## src/rtl/dmg_timer_pkg.sv

```systemverilog
// Shared definitions for the DMG timer/divider block: register map, TAC tap lookup and FSM
// states.
package dmg_timer_pkg;

    localparam logic [1:0] RegDiv  = 2'd0;
    localparam logic [1:0] RegTima = 2'd1;
    localparam logic [1:0] RegTma  = 2'd2;
    localparam logic [1:0] RegTac  = 2'd3;

    // Unused TAC bits read back as ones
    localparam logic [7:0] TacReadMask = 8'hF8;

    typedef enum logic [1:0] {
        StIdle,
        StOvf,
        StReload
    } timer_state_e;

    function automatic logic [3:0] tac_tap_idx(input logic [1:0] clk_sel);
        logic [3:0] idx;
        case (clk_sel)
            2'b00:   idx = 4'd9;
            2'b01:   idx = 4'd3;
            2'b10:   idx = 4'd5;
            default: idx = 4'd7;
        endcase
        return idx;
    endfunction

endpackage

```

## src/rtl/dmg_timer_edge.sv

```systemverilog
// Divider tap mux and falling-edge detector. Emits a one-clk tick when the gated tap falls;
// gating with en means disabling the source while the tap is high also produces a tick.
module dmg_timer_edge #(
    parameter int unsigned DIV_W = 16,
    parameter int unsigned TAP_W = $clog2(DIV_W)
) (
    input  logic             clk,
    input  logic             reset,
    input  logic [DIV_W-1:0] div,
    input  logic [TAP_W-1:0] tap_idx,
    input  logic             en,
    output logic             tick
);

    logic level;
    logic tick_prev;

    assign level = div[tap_idx] & en;

    always_ff @(posedge clk) begin
        if (reset) begin
            tick_prev <= 1'b0;
        end else begin
            tick_prev <= level;
        end
    end

    assign tick = tick_prev & ~level;

endmodule

```

## src/rtl/dmg_timer.sv

```systemverilog
// DMG timer/divider register block (FF04-FF07): system divider, TIMA counter with delayed TMA
// reload and timer interrupt request.
module dmg_timer
    import dmg_timer_pkg::*;
#(
    parameter int unsigned      DIV_W     = 16,
    parameter int unsigned      OVF_DELAY = 4,
    parameter logic [DIV_W-1:0] DIV_RESET = '0
) (
    input  logic             clk,
    input  logic             reset,
    input  logic             sel,
    input  logic [1:0]       addr,
    input  logic             wr,
    input  logic [7:0]       wdata,
    output logic [7:0]       rdata,
    output logic [DIV_W-1:0] div_q,
    output logic             irq_timer
);

    localparam int unsigned     TapW    = $clog2(DIV_W);
    localparam int unsigned     CntW    = (OVF_DELAY > 1) ? $clog2(OVF_DELAY) : 1;
    localparam logic [CntW-1:0] CntLast = CntW'(OVF_DELAY - 1);

    logic [DIV_W-1:0] div;
    logic [7:0]       tima;
    logic [7:0]       tma;
    logic [2:0]       tac;
    timer_state_e     state;
    logic [CntW-1:0]  cnt;
    logic             irq;

    logic            wr_div;
    logic            wr_tima;
    logic            wr_tma;
    logic            wr_tac;
    logic [TapW-1:0] tap_idx;
    logic            tick;

    assign wr_div  = sel & wr & (addr == RegDiv);
    assign wr_tima = sel & wr & (addr == RegTima);
    assign wr_tma  = sel & wr & (addr == RegTma);
    assign wr_tac  = sel & wr & (addr == RegTac);

    assign tap_idx = TapW'(tac_tap_idx(tac[1:0]));

    dmg_timer_edge #(
        .DIV_W (DIV_W),
        .TAP_W (TapW)
    ) u_edge (
        .clk     (clk),
        .reset   (reset),
        .div     (div),
        .tap_idx (tap_idx),
        .en      (tac[2]),
        .tick    (tick)
    );

    always_ff @(posedge clk) begin
        if (reset) begin
            div <= DIV_RESET;
        end else if (wr_div) begin
            div <= '0;
        end else begin
            div <= div + DIV_W'(1);
        end
    end

    always_ff @(posedge clk) begin
        if (reset) begin
            tma <= 8'h00;
            tac <= 3'b000;
        end else begin
            if (wr_tma) tma <= wdata;
            if (wr_tac) tac <= wdata[2:0];
        end
    end

    // TIMA and the overflow/reload sequencer; irq is high for the RELOAD clk only
    always_ff @(posedge clk) begin
        if (reset) begin
            state <= StIdle;
            cnt   <= '0;
            tima  <= 8'h00;
            irq   <= 1'b0;
        end else begin
            irq <= 1'b0;
            unique case (state)
                StIdle: begin
                    if (wr_tima) begin
                        tima <= wdata;
                    end else if (tick) begin
                        if (tima == 8'hFF) begin
                            tima  <= 8'h00;
                            cnt   <= '0;
                            state <= StOvf;
                        end else begin
                            tima <= tima + 8'd1;
                        end
                    end
                end
                StOvf: begin
                    if (wr_tima) begin
                        tima  <= wdata;
                        state <= StIdle;
                    end else begin
                        if (tick) tima <= tima + 8'd1;
                        if (cnt == CntLast) begin
                            state <= StReload;
                            irq   <= 1'b1;
                        end else begin
                            cnt <= cnt + CntW'(1);
                        end
                    end
                end
                StReload: begin
                    // A TMA write landing in this clk is forwarded into TIMA
                    tima  <= wr_tma ? wdata : tma;
                    state <= StIdle;
                end
                default: state <= StIdle;
            endcase
        end
    end

    always_comb begin
        rdata = 8'h00;
        if (sel) begin
            unique case (addr)
                RegDiv:  rdata = div[DIV_W-1 -: 8];
                RegTima: rdata = tima;
                RegTma:  rdata = tma;
                RegTac:  rdata = TacReadMask | {5'b00000, tac};
                default: rdata = 8'h00;
            endcase
        end
    end

    assign div_q     = div;
    assign irq_timer = irq;

endmodule

```

## config.mk

```make
export PLATFORM = sky130hd
export DESIGN_NAME = dmg_timer
export DESIGN_NICKNAME = d
export VERILOG_FILES = /design/src/rtl/dmg_timer_pkg.sv /design/src/rtl/dmg_timer_edge.sv /design/src/rtl/dmg_timer.sv
export SDC_FILE = /design/constraint.sdc
export NUM_CORES = 1
export LEC_CHECK = 0
export BUFFER_PORTS_ARGS = -buffer_cell sky130_fd_sc_hd__buf_2
export CORE_MARGIN = 2
export CORE_UTILIZATION = 62
export CTS_BUF_LIST = sky130_fd_sc_hd__clkbuf_8
export DETAILED_ROUTE_END_ITERATION = 8
export PLACE_DENSITY = 0.88
export SLEW_MARGIN = 20
export SYNTH_ARGS = -nofsm -noshare
export SYNTH_HDL_FRONTEND = slang
export SYNTH_SLANG_ARGS = --single-unit
export TNS_END_PERCENT = 50
```

## constraint.sdc

```tcl
create_clock -name clk -period 3.8 [get_ports clk]
set_clock_uncertainty 0.05 [all_clocks]
set_input_delay 0.19 -clock clk [delete_from_list [all_inputs] [get_ports clk]]
set_output_delay 0.19 -clock clk [all_outputs]
set_load 0.1 [all_outputs]
```

== After elaboration in Yosys (flattened, before gate mapping) ==
Index checks and enable logic that the tools add are counted.

* Flip-flop bits (word level): 41
* Input bits: 14
* Output and inout port bits: 25
* Word-level logic and storage cells: 73

* Add/subtract/negate cells: 3
* Order comparisons: 1
* Eq/ne operators: 17
* Multiplexer cells: 25
* Bitwise operators: 9
* Reductions and logical operators: 10

{| class="wikitable"
|+ Operator list
! cell !! number
|-
| $mux 8 || 7
|-
| $pmux 8 s4 || 1
|-
| $pmux 8 s3 || 1
|-
| $mux 2 || 10
|-
| $add 16x1->16 const B || 1
|-
| $pmux 4 s3 || 1
|-
| $eq 2x2->1 const B || 5
|-
| $ne 2x2->1 const B || 5
|-
| $ne 3x3->1 const B || 3
|-
| $add 8x1->8 const B || 1
|-
| $eq 8x8->1 const B || 1
|-
| $pmux 2 s2 || 2
|-
| $and 1x1->1 || 7
|-
| $eq 2x1->1 const B || 3
|-
| $logic_not 2->1 || 3
|-
| $reduce_and 6->1 || 1
|-
| $lt 4x5->1 const B || 1
|-
| $bmux 1 s4 || 1
|-
| $reduce_and 4->1 || 1
|-
| $reduce_and 3->1 || 1
|-
| $reduce_bool 3->1 || 1
|-
| $reduce_or 3->1 || 1
|-
| $add 2x1->2 const B || 1
|-
| $mux 1 || 2
|-
| 3 further kinds || 4
|}

== Longest topological paths before layout ==
* Word-level depth: 10
* Depth in mapped cells: 8
* Mapped depth without buffers: 7

== By module ==
A second synthesis with hierarchy kept.

* Cell total of the unflattened synthesis: 271
* Area, all modules: 2,409.8 µm²

{| class="wikitable"
|+ By module, submodules not included
! module !! instances !! cells an instance !! area each (µm²) !! seq. area each (µm²)
|-
| dmg_timer || 1 || 253 || 2,224.6 || 800.8
|-
| dmg_timer_edge || 1 || 18 || 185.2 || 20.0
|}

== Least setup slack after synthesis ==
No wires, ideal clock.

* Path kind: reg-to-output
* Start: reg div[10] (netlist: div_q[10])
* End: out rdata[2]
* Data arrival time: 2.157 ns
* Data required time: 3.560 ns
* Path slack: 1.403 ns
* Stages on the path, launching flop included: 3
* Path through: dfxtp_1 -> mux4_2 -> and2_1

* Word-level cells in the longest chain between the ends: 2

{| class="wikitable"
|+ RTL lines
! what !! line !! text
|-
| start: declaration || dmg_timer.sv:25 || <nowiki>logic [DIV_W-1:0] div;</nowiki>
|-
| start signal: assignment || dmg_timer.sv:65 || <nowiki>div <= div + DIV_W'(1);</nowiki>
|-
| $pmux 8 s4 || dmg_timer.sv:129 || <nowiki>unique case (addr)</nowiki>
|-
| $mux 8 || dmg_timer.sv:128 || <nowiki>if (sel) begin</nowiki>
|-
| end: declaration || dmg_timer.sv:16 || <nowiki>output logic [7:0] rdata,</nowiki>
|}

No other way between the ends.

== Final worst setup path ==
* Start: reg state[0]
* End: reg tima[5]

* Word-level cells in the longest chain between the ends: 3
* Elaborated cells on any way between the ends: 8

{| class="wikitable"
|+ RTL lines
! what !! line !! text
|-
| start: declaration || dmg_timer.sv:29 || <nowiki>timer_state_e state;</nowiki>
|-
| start signal: assignment || dmg_timer.sv:82 || <nowiki>state <= StIdle;</nowiki>
|-
| start signal: assignment || dmg_timer.sv:96 || <nowiki>state <= StOvf;</nowiki>
|-
| start signal: assignment || dmg_timer.sv:105 || <nowiki>state <= StIdle;</nowiki>
|-
| $eq 2x1->1 (tied with other cells) || dmg_timer.sv:88 || <nowiki>unique case (state)</nowiki>
|-
| $ne 3x3->1 (no source line) / $reduce_bool 3->1 (equally long branches) || - ||
|-
| $reduce_and 3->1 (no source line) || - ||
|-
| end signal: assignment || dmg_timer.sv:91 || <nowiki>tima <= wdata;</nowiki>
|-
| end signal: assignment || dmg_timer.sv:98 || <nowiki>tima <= tima + 8'd1;</nowiki>
|-
| end signal: assignment || dmg_timer.sv:104 || <nowiki>tima <= wdata;</nowiki>
|-
| end: declaration || dmg_timer.sv:26 || <nowiki>logic [7:0] tima;</nowiki>
|}

Parallel ways exist; a longest one is shown, timed or not.
A chain may end at the register's enable or synchronous reset.

==> flow_summary.json <==
{
  "outcome": "complete, no violations",
  "drc": 0,
  "numCtsBuffers": 5,
  "yosysSeqAreaShare_pct": 36.71,
  "drt_iter0_markers": 194,
  "async_reset_ff_share_pct": 0,
  "cts_root_buf": "clkbuf_8",
  "port_buffers": 38,
  "coreArea_um2": 3390,
  "dr.pass1.iters": 5,
  "synth_edf_count": 0,
  "die_h_um": 64.05,
  "hold_viol_final": 0,
  "syn-num-nets": 278,
  "h-tree-depth": 2,
  "final_util_pct": 75.56,
  "vdd_drop_max_v": 0.0002187,
  "worstSetupPathType": "reg -> reg",
  "grt-ovfl-total": 0,
  "via_per_inst": 6.174,
  "slew_viol_final": 0,
  "fin_crit_ns": 2.218,
  "clock_sinks": 41,
  "place_congestion": 0.8798,
  "grt_pass1_wl_um": 9273,
  "route.antenna.remaining_nets": 0,
  "clockBufferDepth": 2,
  "placed_area_um2": 2445,
  "power-per-cell-area_nw_per_um2": 360.2,
  "postCtsHoldBufs": 0,
  "clk_pin_slew_ns": 0.08,
  "cp.arrival_ns": 2.40,
  "area_growth_syn_to_layout_pct": 14.55,
  "dp_hpwl_um": 3875,
  "synthAdderAreaFrac_pct": 3.358,
  "synthMuxAreaShare_pct": 11.30,
  "leakage_uw": 0.001073,
  "grt_max_degree": 25,
  "crit_fanout": 6,
  "post-cts-setup-buffer-count": 0,
  "syn-instance-count": 258,
  "io_pins": 39,
  "std_cell_rows": 21,
  "cp-start-kind": "flop",
  "grt_pass1_vias": 1967,
  "clk_latency_ns": 0.30,
  "layout.nets": 313,
  "fin_tns_setup_ns": 0,
  "n_antenna_cell": 0,
  "yosysUniqueCellTypes": 46,
  "synth-xor-area-share_pct": 4.309,
  "fin_area_um2": 2561,
  "finalSetupViolCount": 0,
  "wirelength_um": 5506,
  "synthSimpleGateAreaFrac_pct": 23.28,
  "synth_top_family_by_area": "simple AND/OR/NAND/NOR gates",
  "synth-warning-count": 0,
  "tritoncts": "yes",
  "ys_seq_elements": 41,
  "hold_class": "in -> reg",
  "maxCapViolCount": 0,
  "synth_compound_area_share_pct": 17.46,
  "drive_gt1_share_pct": 21.43,
  "postSynthAreaPerCell_um2": 8.666,
  "max_slew_margin_pct": 45.95,
  "start_util_pct": 65.97,
  "cp-end-kind": "flop",
  "layout_worst_path_cycle_share_pct": 58.36,
  "die_w_um": 64.05,
  "dieArea_um2": 4102,
  "tightest_slew_ns": 0.8040,
  "wl_per_cell_um": 16.19,
  "grt_use_total_pct": 28.88,
  "rsz0062_at_grt": "false",
  "ys.flop_type": "dfxtp_1",
  "required_ns": 3.98,
  "antenna_found_initial": 0,
  "cts_resized": 0,
  "timing.fmax_mhz": 450.9,
  "syn_area_um2": 2236,
  "dr_total_vias": 2099
}
[cell usage after synthesis (2+ instances only)]
master / n / share of area, %
a222oi_1: 4 / 1.8
mux4_2: 3 / 3.0
nand4b_1: 2 / 0.78
buf_2: 4 / 0.90
mux2i_1: 14 / 6.3
or3_1: 3 / 0.84
nand2b_1: 3 / 0.84
inv_1: 9 / 1.5
a21oi_1: 12 / 2.7
xor2_1: 10 / 3.9
mux2_2: 4 / 2.0
nor3b_1: 2 / 0.67
clkbuf_1: 6 / 1.0
o21ai_0: 9 / 2.0
o22ai_1: 4 / 1.1
dfxtp_1: 41 / 37
a22oi_1: 2 / 0.67
nand2_1: 20 / 3.4
o31ai_1: 3 / 1.0
o221a_2: 6 / 3.0
ha_1: 6 / 3.4
or2_2: 4 / 1.1
and2_1: 5 / 1.4
nand3_1: 8 / 1.8
and4_1: 2 / 0.78
a211oi_1: 3 / 1.0
nor2_1: 37 / 6.2
nand4_1: 6 / 1.7
o32ai_1: 2 / 0.78
o31a_1: 2 / 0.78
nor2b_1: 3 / 0.84
nor3_1: 4 / 0.90
o21a_1: 2 / 0.67
[registers in the layout, summed over array words and instances (netlist names)]
name and count:
u_edge.tick_prev 1, tma 8, tac 3, irq_timer 1, div_q 16, tima 8
state 2, cnt 2
[cell families (layout without fill, tap and decap cells)]
family          Yosys count  in the layout
buf+inv                  20             56
compound gates           54             54
mux                      21             21
xor+xnor                 11             11
simple gates            105            105
flops                    41             41
fa+ha+maj                 6              6
[routing by layer]
metal / GRT usage (%) / part of all wire (%) / routed length [um]
met4: 13.86 / 1.8 / 97
met3: 5.986 / 8.2 / 450
met5: 0 / 0 / 0
met2: 45.57 / 48 / 2625
met1: 37.58 / 42 / 2332
[report_power, final]
part | switching, uW | leakage, uW | internal, uW | total, uW
Sequential | 7.94 | 0.000331 | 436 | 444
Clock | 157 | 0.0000626 | 212 | 368
Combinational | 82.3 | 0.000680 | 28.2 | 111
[final cells by class]
type	count	area, um^2
Tap cell	46	57.56
Multi-Input combinational cell	197	1335
Inverter	9	33.78
Sequential cell	41	820.8
Timing Repair Buffer	39	197.7
Clock inverter	2	33.78
Clock buffer	6	82.58
Fill cell	250	828.3
[final timing paths]
check                               from        to  cells after the start  slack, ns
worst min-delay path            wdata[5]    tma[5]                      3       0.12
worst max register to register  state[0]   tima[5]                      7       1.58
worst max-delay path            state[0]   tima[5]                      7       1.58
worst min register to register  div_q[0]  div_q[0]                      1       0.43
[metrics by stage]
step | power (uW) | std cells | setup slack [ns] | hold slack [ns]
floorplan | 536.5 | 258 | 1.403 | 0.2598
global placement | 561.1 | 332 | 1.675 | 0.3960
detailed placement | 563.1 | 332 | 1.613 | 0.4111
CTS | 923.5 | 340 | 1.600 | 0.1177
global route | 948.8 | 340 | 1.449 | 0.1291
finish | 922.6 | 340 | 1.582 | 0.1168
[cells in the final DEF, fill, tap and decap left out, drive strengths merged, types with 8 or more instances in the layout]
| cell | n |
|---|---|
| nand3 | 8 |
| buf | 39 |
| mux2i | 14 |
| nand2 | 20 |
| a21oi | 12 |
| dfxtp | 41 |
| o21ai | 9 |
| xor2 | 10 |
| nor2 | 37 |
| inv | 10 |
[worst max-delay path: stages (launching register included)]
cell     delay [ns]
dfxtp_1        0.39
inv_1          0.09
ha_1           0.32
nor2b_1        0.20
or2_0          0.34
or4b_1         0.50
a21o_1         0.16
a21oi_1        0.11
Note: power is estimated with default switching activity, not from simulation.
